<file path="src/rtl/hstx_lane_ctrl.sv">
// Lane sequencer in front of hstx_fsm: LP-11 -> LP-01 -> LP-00 entry, HS byte
// pass-through with TxReadyHS handshake, HS trail/exit and return to LP-11 stop.
module hstx_lane_ctrl #(
  parameter logic [7:0] TLPX          = 8'd4,
  parameter logic [7:0] THS_PREPARE   = 8'd6,
  parameter logic [7:0] TRAIL_WAIT    = 8'd17,
  parameter logic [7:0] THS_EXIT      = 8'd10,
  parameter logic [7:0] START_TIMEOUT = 8'd64
) (
  input  logic       TxDDRClkHS,
  input  logic       TxRst_n,
  input  logic       TxRequestHS,
  input  logic [7:0] TxDataHS,
  output logic       TxReadyHS,
  input  logic [2:0] HsTxState,
  output logic       SOT,
  output logic       TxValid,
  output logic [7:0] TxByte_Data,
  output logic       LP_Dp,
  output logic       LP_Dn,
  output logic       hs_oe,
  output logic       Stop_state,
  output logic       err_timeout,
  output logic [2:0] CtrlState
);

  typedef enum logic [2:0] {
    IDLE      = 3'd0,
    LP_RQST   = 3'd1,
    LP_PREP   = 3'd2,
    HS_START  = 3'd3,
    HS_ACTIVE = 3'd4,
    HS_EXIT   = 3'd5,
    LP_EXIT   = 3'd6
  } state_t;

  localparam logic [2:0] HS_DATA = 3'b011;

  state_t     state_q, state_d;
  logic [7:0] cnt_q, cnt_d;
  logic       err_q, err_d;
  logic       dp_q, dp_d, dn_q, dn_d;
  logic       oe_q, oe_d, sot_q, sot_d, stop_q, stop_d;
  logic       active;

  // Handshake: a byte moves in any cycle where TxRequestHS && TxReadyHS;
  // TxReadyHS is high for the whole of HS_ACTIVE, so there is no backpressure.
  always_ff @(posedge TxDDRClkHS or negedge TxRst_n) begin
    if (!TxRst_n) begin
      state_q <= IDLE;
      cnt_q   <= 8'd0;
      err_q   <= 1'b0;
      dp_q    <= 1'b1;
      dn_q    <= 1'b1;
      oe_q    <= 1'b0;
      sot_q   <= 1'b0;
      stop_q  <= 1'b1;
    end else begin
      state_q <= state_d;
      cnt_q   <= cnt_d;
      err_q   <= err_d;
      dp_q    <= dp_d;
      dn_q    <= dn_d;
      oe_q    <= oe_d;
      sot_q   <= sot_d;
      stop_q  <= stop_d;
    end
  end

  // Next state: every timed phase loads (param - 1) on entry and leaves at 0.
  always_comb begin
    state_d = state_q;
    cnt_d   = cnt_q;
    err_d   = err_q;
    case (state_q)
      IDLE: begin
        if (TxRequestHS) begin
          state_d = LP_RQST;
          cnt_d   = TLPX - 8'd1;
        end
      end
      LP_RQST: begin
        if (!TxRequestHS) begin
          state_d = LP_EXIT;
          cnt_d   = THS_EXIT - 8'd1;
        end else if (cnt_q == 8'd0) begin
          state_d = LP_PREP;
          cnt_d   = THS_PREPARE - 8'd1;
        end else begin
          cnt_d = cnt_q - 8'd1;
        end
      end
      LP_PREP: begin
        if (!TxRequestHS) begin
          state_d = LP_EXIT;
          cnt_d   = THS_EXIT - 8'd1;
        end else if (cnt_q == 8'd0) begin
          state_d = HS_START;
          cnt_d   = 8'd0;
        end else begin
          cnt_d = cnt_q - 8'd1;
        end
      end
      HS_START: begin
        // Counts up here; the timeout fires on the START_TIMEOUT-th cycle.
        if (HsTxState == HS_DATA) begin
          state_d = HS_ACTIVE;
          cnt_d   = 8'd0;
        end else if (!TxRequestHS) begin
          state_d = HS_EXIT;
          cnt_d   = TRAIL_WAIT - 8'd1;
        end else if (cnt_q == START_TIMEOUT - 8'd1) begin
          state_d = HS_EXIT;
          cnt_d   = TRAIL_WAIT - 8'd1;
          err_d   = 1'b1;
        end else begin
          cnt_d = cnt_q + 8'd1;
        end
      end
      HS_ACTIVE: begin
        if (!TxRequestHS) begin
          state_d = HS_EXIT;
          cnt_d   = TRAIL_WAIT - 8'd1;
        end
      end
      HS_EXIT: begin
        if (cnt_q == 8'd0) begin
          state_d = LP_EXIT;
          cnt_d   = THS_EXIT - 8'd1;
        end else begin
          cnt_d = cnt_q - 8'd1;
        end
      end
      LP_EXIT: begin
        if (cnt_q == 8'd0) begin
          state_d = IDLE;
          cnt_d   = 8'd0;
        end else begin
          cnt_d = cnt_q - 8'd1;
        end
      end
      default: begin
        state_d = IDLE;
        cnt_d   = 8'd0;
      end
    endcase
  end

  // Line levels are decoded from the next state so they register with it.
  always_comb begin
    dp_d   = 1'b1;
    dn_d   = 1'b1;
    oe_d   = 1'b0;
    sot_d  = 1'b0;
    stop_d = 1'b0;
    case (state_d)
      IDLE:    stop_d = 1'b1;
      LP_RQST: dp_d = 1'b0;
      LP_PREP: begin
        dp_d = 1'b0;
        dn_d = 1'b0;
      end
      HS_START, HS_ACTIVE: begin
        dp_d  = 1'b0;
        dn_d  = 1'b0;
        oe_d  = 1'b1;
        sot_d = 1'b1;
      end
      HS_EXIT: begin
        dp_d = 1'b0;
        dn_d = 1'b0;
        oe_d = 1'b1;
      end
      LP_EXIT: stop_d = 1'b0;
      default: stop_d = 1'b1;
    endcase
  end

  assign active      = (state_q == HS_ACTIVE);
  assign TxReadyHS   = active;
  assign TxValid     = active & TxRequestHS;
  assign TxByte_Data = active ? TxDataHS : 8'h00;

  assign SOT         = sot_q;
  assign LP_Dp       = dp_q;
  assign LP_Dn       = dn_q;
  assign hs_oe       = oe_q;
  assign Stop_state  = stop_q;
  assign err_timeout = err_q;
  assign CtrlState   = state_q;

endmodule

</file>
<file path="config.mk">
export PLATFORM = sky130hd
export DESIGN_NAME = hstx_lane_ctrl
export DESIGN_NICKNAME = d
export VERILOG_FILES = /design/src/rtl/hstx_lane_ctrl.sv
export SDC_FILE = /design/constraint.sdc
export NUM_CORES = 1
export LEC_CHECK = 0
export ABC_AREA = 0
export ABC_CLOCK_PERIOD_IN_PS = 2300
export CORE_MARGIN = 1
export CORE_UTILIZATION = 30
export CTS_CLUSTER_DIAMETER = 100
export CTS_CLUSTER_SIZE = 12
export DETAILED_ROUTE_END_ITERATION = 8
export GPL_TIMING_DRIVEN = 1
export PLACE_DENSITY = 0.57
export RECOVER_POWER = 100
export SYNTH_ARGS = -nofsm -noshare
export SYNTH_HDL_FRONTEND = slang
export SYNTH_SLANG_ARGS = --single-unit
</file>
<file path="constraint.sdc">
create_clock -name TxDDRClkHS -period 2.3 [get_ports TxDDRClkHS]
set_clock_uncertainty 0.2 [all_clocks]
set_input_delay 0.46 -clock TxDDRClkHS [delete_from_list [all_inputs] [get_ports TxDDRClkHS]]
set_output_delay 0.46 -clock TxDDRClkHS [all_outputs]
set_load 0.01 [all_outputs]
</file>
==> results of run 1 <==
## path summary, 6_finish.rpt
check,cells past startpoint,slack (ps),endpoint,startpoint
min in group asynchronous,2,650,cnt_q[5],TxRst_n
max reg2reg,7,70,cnt_q[3],cnt_q[0]
max,3,70,TxByte_Data[2],TxDataHS[2]
max in group asynchronous,2,660,CtrlState[2],TxRst_n
min reg2reg,1,290,err_timeout,err_timeout
min,1,290,err_timeout,err_timeout
## state kept, by name, summed over array words and instances (netlist names)
register	count
cnt_q	8
CtrlState	3
LP_Dn	1
LP_Dp	1
SOT	1
Stop_state	1
err_timeout	1
hs_oe	1
## cell usage after synthesis, types with 5 or more instances
library cell	count
nor2b_1	7
nor2_1	10
inv_1	7
o21ai_0	11
a31oi_1	5
and3_1	12
clkbuf_1	5
dfrtp_1	14
nand2_1	10
buf_2	6
a21oi_1	5
## timing repair
item | CTS | global route
pin swaps | 0 | 2
setup buffers | 1 | 2
setup endpoints to repair | 4 | 14
resized for setup | 2 | 12
## power by group through the flow
stage,clock [uW],combinational [uW],sequential [uW]
after floorplan,0,1110,545
after global placement,0,1740,565
after detailed placement,0,1750,568
after CTS,244,1770,567
after global routing,262,1940,590
final,238,1800,567
## per-layer routing
metal	vias to the layer above	wire, um	part of all wire [%]
li1	701	-	-
met1	690	1760	41
met2	82	2110	49
met3	8	335	7.9
met4	0	50	1.2
met5	-	0	0
## cells by family (layout without fill, tap and decap cells)
| family | count (synthesis) | count (layout) |
|---|---|---|
| buffers and inverters | 21 | 69 |
| XOR/XNOR | 6 | 6 |
| AO/OA/AOI/OAI | 48 | 48 |
| AND/OR/NAND/NOR | 65 | 65 |
| multiplexers | 3 | 3 |
| adder cells (fa/ha/maj) | 3 | 3 |
| flip-flops | 17 | 17 |
## final cells by class
class | instances | area, um2 | area share [%]
multi-input cells | 125 | 870 | 45.0
repair buffers | 58 | 498 | 25.8
flip-flops and latches | 17 | 429 | 22.2
well taps | 52 | 65.1 | 3.37
clock buffers | 4 | 45.0 | 2.33
inverters | 7 | 26.3 | 1.36
## per-stage QoR
step,power [uW],util [%]
3_3_place_gp,2300,42.6
6_report,2600,44.1
2_1_floorplan,1660,-
3_5_place_dp,2320,42.6
4_1_cts,2580,43.8
5_1_grt,2790,44.1
==> reports/summary.txt, run 1 <==
=================================================================================
Cell breakdown of the critical path                                  clkdlybuf4s50_1, and3_1, clkdlybuf4s50_1
Async set-or-reset flop fraction in the synthesized netlist                  100%
Crit start category                                                    input port
Post-synth EDFFs                                                                0
GRT Overall Usage                                                           17.5%
Main combinational cell family by area after synthesis               simple AND/OR/NAND/NOR gates
Detailed-route vias per instance                                             5.63
Cell taking the most area after synthesis                                 dfrtp_1
Outcome                                                              finished, final reports clean
Count of pins over their slew limit                                             0
Vias in the first global route                                               1412
Clock slew seen by the registers of the worst setup and hold paths          80 ps
Global placement routability congestion                                     0.862
Net switching power figure                                                1180 uW
Maximum ir drop on the vdd rail                                          0.575 mV
# fillers                                                                     435
Distinct cell type count after synthesis                                       58
Xor and xnor area share after synthesis                                     3.79%
Largest cells by area after synthesis                                dfrtp_1 25%, dfstp_2 5.7%, and3_1 5.4%
Category of the most critical setup path                             input port to output pin
Number of placed cells counting well taps                                     256
Cell Int Power                                                            1420 uW
Total clock buffers created by CTS                                              3
Synthesized area per cell                                                8.51 um2
Detailed Place HPWL                                                       3180 um
Worst slew margin relative to its limit                                     37.0%
Antenna Diode Count                                                             0
Worst Slack Setup Final                                                   71.1 ps
Setup TNS after final layout                                                 0 ps
Largest driver fanout on the critical path                                      1
Clock tree from TritonCTS                                                    done
Met1 Use GR                                                                 22.1%
Number of clock sinks                                                          17
Sequential group share of total power                                       21.8%
Grt met3 use                                                                4.04%
Proportion of power drawn by combinational gates                            69.1%
Max cap viols                                                                   0
Most common cell type on the critical path                           clkdlybuf4s50_1
Maximum number of buffers from clock root to sink                               2
Number of setup violations in the final report                                  0
Final routed wire length divided by cell count                            16.2 um
Top library cells by usage in the layout, fill and taps aside        23 x buf_4, 14 x dfrtp_1, 14 x clkdlybuf4s50_1
Tcrit/Tclk final                                                            96.9%
Adder-cell area share of the yosys netlist                                  2.71%
Kind of cell adding the most delay to the critical path              buffers and inverters
Die footprint                                                            4900 um2
Share of power burned in the clock network                                   9.1%
Area fraction in and, or, nand and nor cells after synthesis                28.2%
Vias                                                                         1481
Number of standard cells after synthesis                                      163
First-pass GRT wire length                                                6910 um
FF+latch count, synth                                                          17
Endpoint type of the worst setup path                                  output pin
DP Area                                                                  1870 um2
Slowest library cell on the worst path                               clkdlybuf4s50_1
Most used routing layer                                                      met2
Port-buffer cells                                                              32
Initial cell density of the core                                            31.6%
Fraction of synthesized cell area taken by the top area cell type           25.3%
Count of warnings emitted by yosys                                              0
Drt first-iter violations                                                     107
Pre-Repair DR Iteration Count                                                   4
Critical Path AT                                                          1570 ps
Standard-cell row count                                                        24
Measured slew at the worst slew-check pin                                  945 ps
Most common library cell in the layout ignoring fill and taps               buf_4
Area of all placed cells without fillers                                 1930 um2
Worst skew pair latency                                                    260 ps
Maximum number of pins on one net before global-route repair                   18
DIE HEIGHT                                                                70.0 um
Sw Ratio                                                                    45.4%
Number of antenna-violating nets in the routed design                           0
Total count of hold-check failures in the final report                          0
Remaining global-route overflow                                                 0
Area of the placeable core                                               4380 um2
Overall routed net length                                                 4260 um
Synth Cell Area                                                          1390 um2
Number of top-level design ports                                               33
CTS H-tree lvls                                                                 1
Kind of path behind the tightest hold check                          register to register
Fraction of final layout cells with drive strength greater than 1           21.8%
Minimum period implied by the final worst setup slack                     2230 ps
Antenna violations before repair                                                0
Leak                                                                  0.000854 uW
Area fraction in compound gates after synthesis                             24.8%
Largest incremental delay on the critical path                             530 ps
Cts hold-fix bufs                                                               0
Die width                                                                 70.0 um
Post-layout instance count excluding filler cells                             263
Required time at the endpoint of the critical path                        1640 ps
Final net count                                                               229
Highest attainable clock frequency                                        449 MHz
Syn nets                                                                      180
Mux share of post-synthesis cell area                                       2.17%
Hold Slack                                                                 288 ps
Global-route track usage on met2                                            29.0%
Power per Cell Area                                                   1340 nW/um2
Critical path buffers and inverters                                             2
Most common flop cell mapped by yosys                                     dfrtp_1
Clock Tree Root                                                          clkbuf_8
Placement-stage worst setup slack                                        -66.6 ps
P&R area growth vs syn                                                      39.4%
Number of remaining DRC errors                                                  0
Sequential-to-total area share from yosys stat                              31.0%
=================================================================================
No activity file was read; power rests on OpenSTA's default activity.
==> run 2: changes to the inputs <==
- CTS_BUF_LIST: not set -> sky130_fd_sc_hd__clkbuf_8
==> run 2 against run 1 <==
Via count down 0.41%; hold slack hardly changed; register-to-register slack about the same; global-route usage unchanged; largest cell class unchanged; total power is 0.39% lower; worst setup slack lost 4.1 ps; largest power group unchanged; count of clock-buffer cells in the layout is 1 lower; non-clock buffer count unchanged; sequential cell count stayed put; sequential power about the same; critical path depth increased by 4.
==> reports/summary.txt, run 2 (same netlist as run 1, synthesis figures left out) <==
==================================================================================
Outcome                                                               finished, final reports clean
Proportion of power drawn by combinational gates                             69.0%
Critical Path AT                                                           2180 ps
Kind of path behind the tightest hold check                           register to register
Worst slew margin relative to its limit                                      37.4%
Net switching power figure                                                 1170 uW
Number of antenna-violating nets in the routed design                            0
Antenna violations before repair                                                 0
Placement-stage worst setup slack                                         -66.6 ps
Tcrit/Tclk final                                                             97.1%
Die footprint                                                             4900 um2
Die width                                                                  70.0 um
Sw Ratio                                                                     45.3%
Largest incremental delay on the critical path                              520 ps
Category of the most critical setup path                              register to register
Maximum number of pins on one net before global-route repair                    18
Area of the placeable core                                                4380 um2
Clock slew seen by the registers of the worst setup and hold paths           80 ps
DIE HEIGHT                                                                 70.0 um
Number of top-level design ports                                                33
Required time at the endpoint of the critical path                         2250 ps
Remaining global-route overflow                                                  0
Slowest library cell on the worst path                                      or4b_4
Top library cells by usage in the layout, fill and taps aside         23 x buf_4, 14 x dfrtp_1, 14 x clkdlybuf4s50_1
Global placement routability congestion                                      0.862
Total clock buffers created by CTS                                               3
Flip-flop count of the largest register, all copies and words added              8
Launch point of the worst path                                            cnt_q[0]
Total count of hold-check failures in the final report                           0
Most common library cell in the layout ignoring fill and taps                buf_4
Detailed-route vias per instance                                              5.61
Fraction of final layout cells with drive strength greater than 1            21.8%
Clock Tree Root                                                           clkbuf_8
Worst Slack Setup Final                                                    66.9 ps
Pre-Repair DR Iteration Count                                                    4
Number of setup violations in the final report                                   0
Detailed Place HPWL                                                        3180 um
Worst skew pair latency                                                     260 ps
End of the worst register-to-register path                                cnt_q[3]
Number of placed cells counting well taps                                      256
Initial cell density of the core                                             31.6%
Maximum number of buffers from clock root to sink                                2
Kind of cell adding the most delay to the critical path               compound AO/OA/AOI/OAI gates
Post-layout instance count excluding filler cells                              263
Vias                                                                          1475
Port-buffer cells                                                               32
GRT Overall Usage                                                            17.5%
Endpoint type of the worst setup path                                     register
Register-to-register path setup slack                                        70 ps
Cell Int Power                                                             1420 uW
Standard-cell row count                                                         24
Critical path buffers and inverters                                              1
First-pass GRT wire length                                                 6910 um
CP endpoint                                                               cnt_q[3]
Largest Register                                                             cnt_q
P&R area growth vs syn                                                       39.4%
Launch instance of the worst register-to-register path                    cnt_q[0]
Number of stages on the worst setup path                                         7
Maximum ir drop on the vdd rail                                           0.580 mV
Clock tree from TritonCTS                                                     done
Antenna Diode Count                                                              0
Count of pins over their slew limit                                              0
Drt first-iter violations                                                      109
Cell breakdown of the critical path                                   inv_2, ha_2, or4b_4, o22ai_2, o21ai_1, a22o_1, a221o_1
Vias in the first global route                                                1412
Power per Cell Area                                                    1340 nW/um2
Minimum period implied by the final worst setup slack                      2230 ps
Final routed wire length divided by cell count                             16.0 um
Share of power burned in the clock network                                    9.1%
Number of clock sinks                                                           17
Overall routed net length                                                  4210 um
CTS H-tree lvls                                                                  1
Sequential group share of total power                                        21.9%
Largest driver fanout on the critical path                                       5
Highest attainable clock frequency                                         448 MHz
Worst-case reg-to-reg path depth                                                 7
Number of remaining DRC errors                                                   0
Final net count                                                                229
Leak                                                                   0.000858 uW
Crit start category                                                       register
Max cap viols                                                                    0
Measured slew at the worst slew-check pin                                   939 ps
==================================================================================
==> run 2: cell types whose count changed in the layout (fill, tap and decap cells not counted) <==
cell | previous run | this run
inv_1 | 5 | 6
clkbuf_1 | 4 | 3
==> run 2: worst reg2reg max path: cells and delay by family (launching register included) <==
kind            cells  cell delay (ps)
compound gates      4              750
simple gates        1              520
fa+ha+maj           1              180
flops               1              390
buf+inv             1               90
==> run 2: routing by layer <==
layer / track usage [%] / up-vias / wire, um
met5: 0 / - / 0
met4: 6.22 / 0 / 40
met3: 4.04 / 6 / 332
met2: 29.0 / 80 / 2090
met1: 22.1 / 685 / 1750
li1: - / 704 / -
==> run 2: final cells by class <==
| type | instances | area [um2] |
|---|---|---|
| Clock inverter | 1 | 3.75 |
| Fill cell | 435 | 2450 |
| Sequential cell | 17 | 429 |
| Tap cell | 52 | 65.1 |
| Clock buffer | 3 | 41.3 |
| Inverter | 7 | 26.3 |
| Timing Repair Buffer | 58 | 498 |
| Multi-Input combinational cell | 125 | 870 |
==> run 2: what timing repair did <==
| action | in CTS | in global routing |
|---|---|---|
| setup buffers | 1 | 2 |
| hold endpoints to repair | 0 | 0 |
| resized for setup | 2 | 12 |
| pin swaps | 0 | 2 |
| endpoints found under the setup margin | 4 | 14 |
| hold buffers | 0 | 0 |
==> run 2: per-stage QoR <==
step	hold slack (ps)	setup TNS (ps)	power, uW	cell area, um2	utilization, %
after floorplan	-35.6	0	1660	1390	-
after global placement	279	-259	2300	1870	42.6
after detailed placement	284	-432	2320	1870	42.6
after CTS	302	0	2580	1920	43.8
after global routing	322	-2.95	2790	1930	44.1
final	288	0	2590	1930	44.1
==> run 2: worst min-delay path by stage <==
stage                      from      endpoint  slack (ps)  cells past startpoint
global route        err_timeout   err_timeout         320                      1
floorplan               TxRst_n  CtrlState[0]         -40                      0
detailed placement  err_timeout   err_timeout         280                      1
global placement    err_timeout   err_timeout         280                      1
CTS                 err_timeout   err_timeout         300                      1
finish              err_timeout   err_timeout         290                      1
==> run 2: power by group through the flow <==
stage	Sequential, uW	Clock [uW]	Combinational, uW
2_1_floorplan	545	0	1110
3_3_place_gp	565	0	1740
3_5_place_dp	568	0	1750
4_1_cts	567	240	1770
5_1_grt	590	258	1940
6_report	567	235	1790
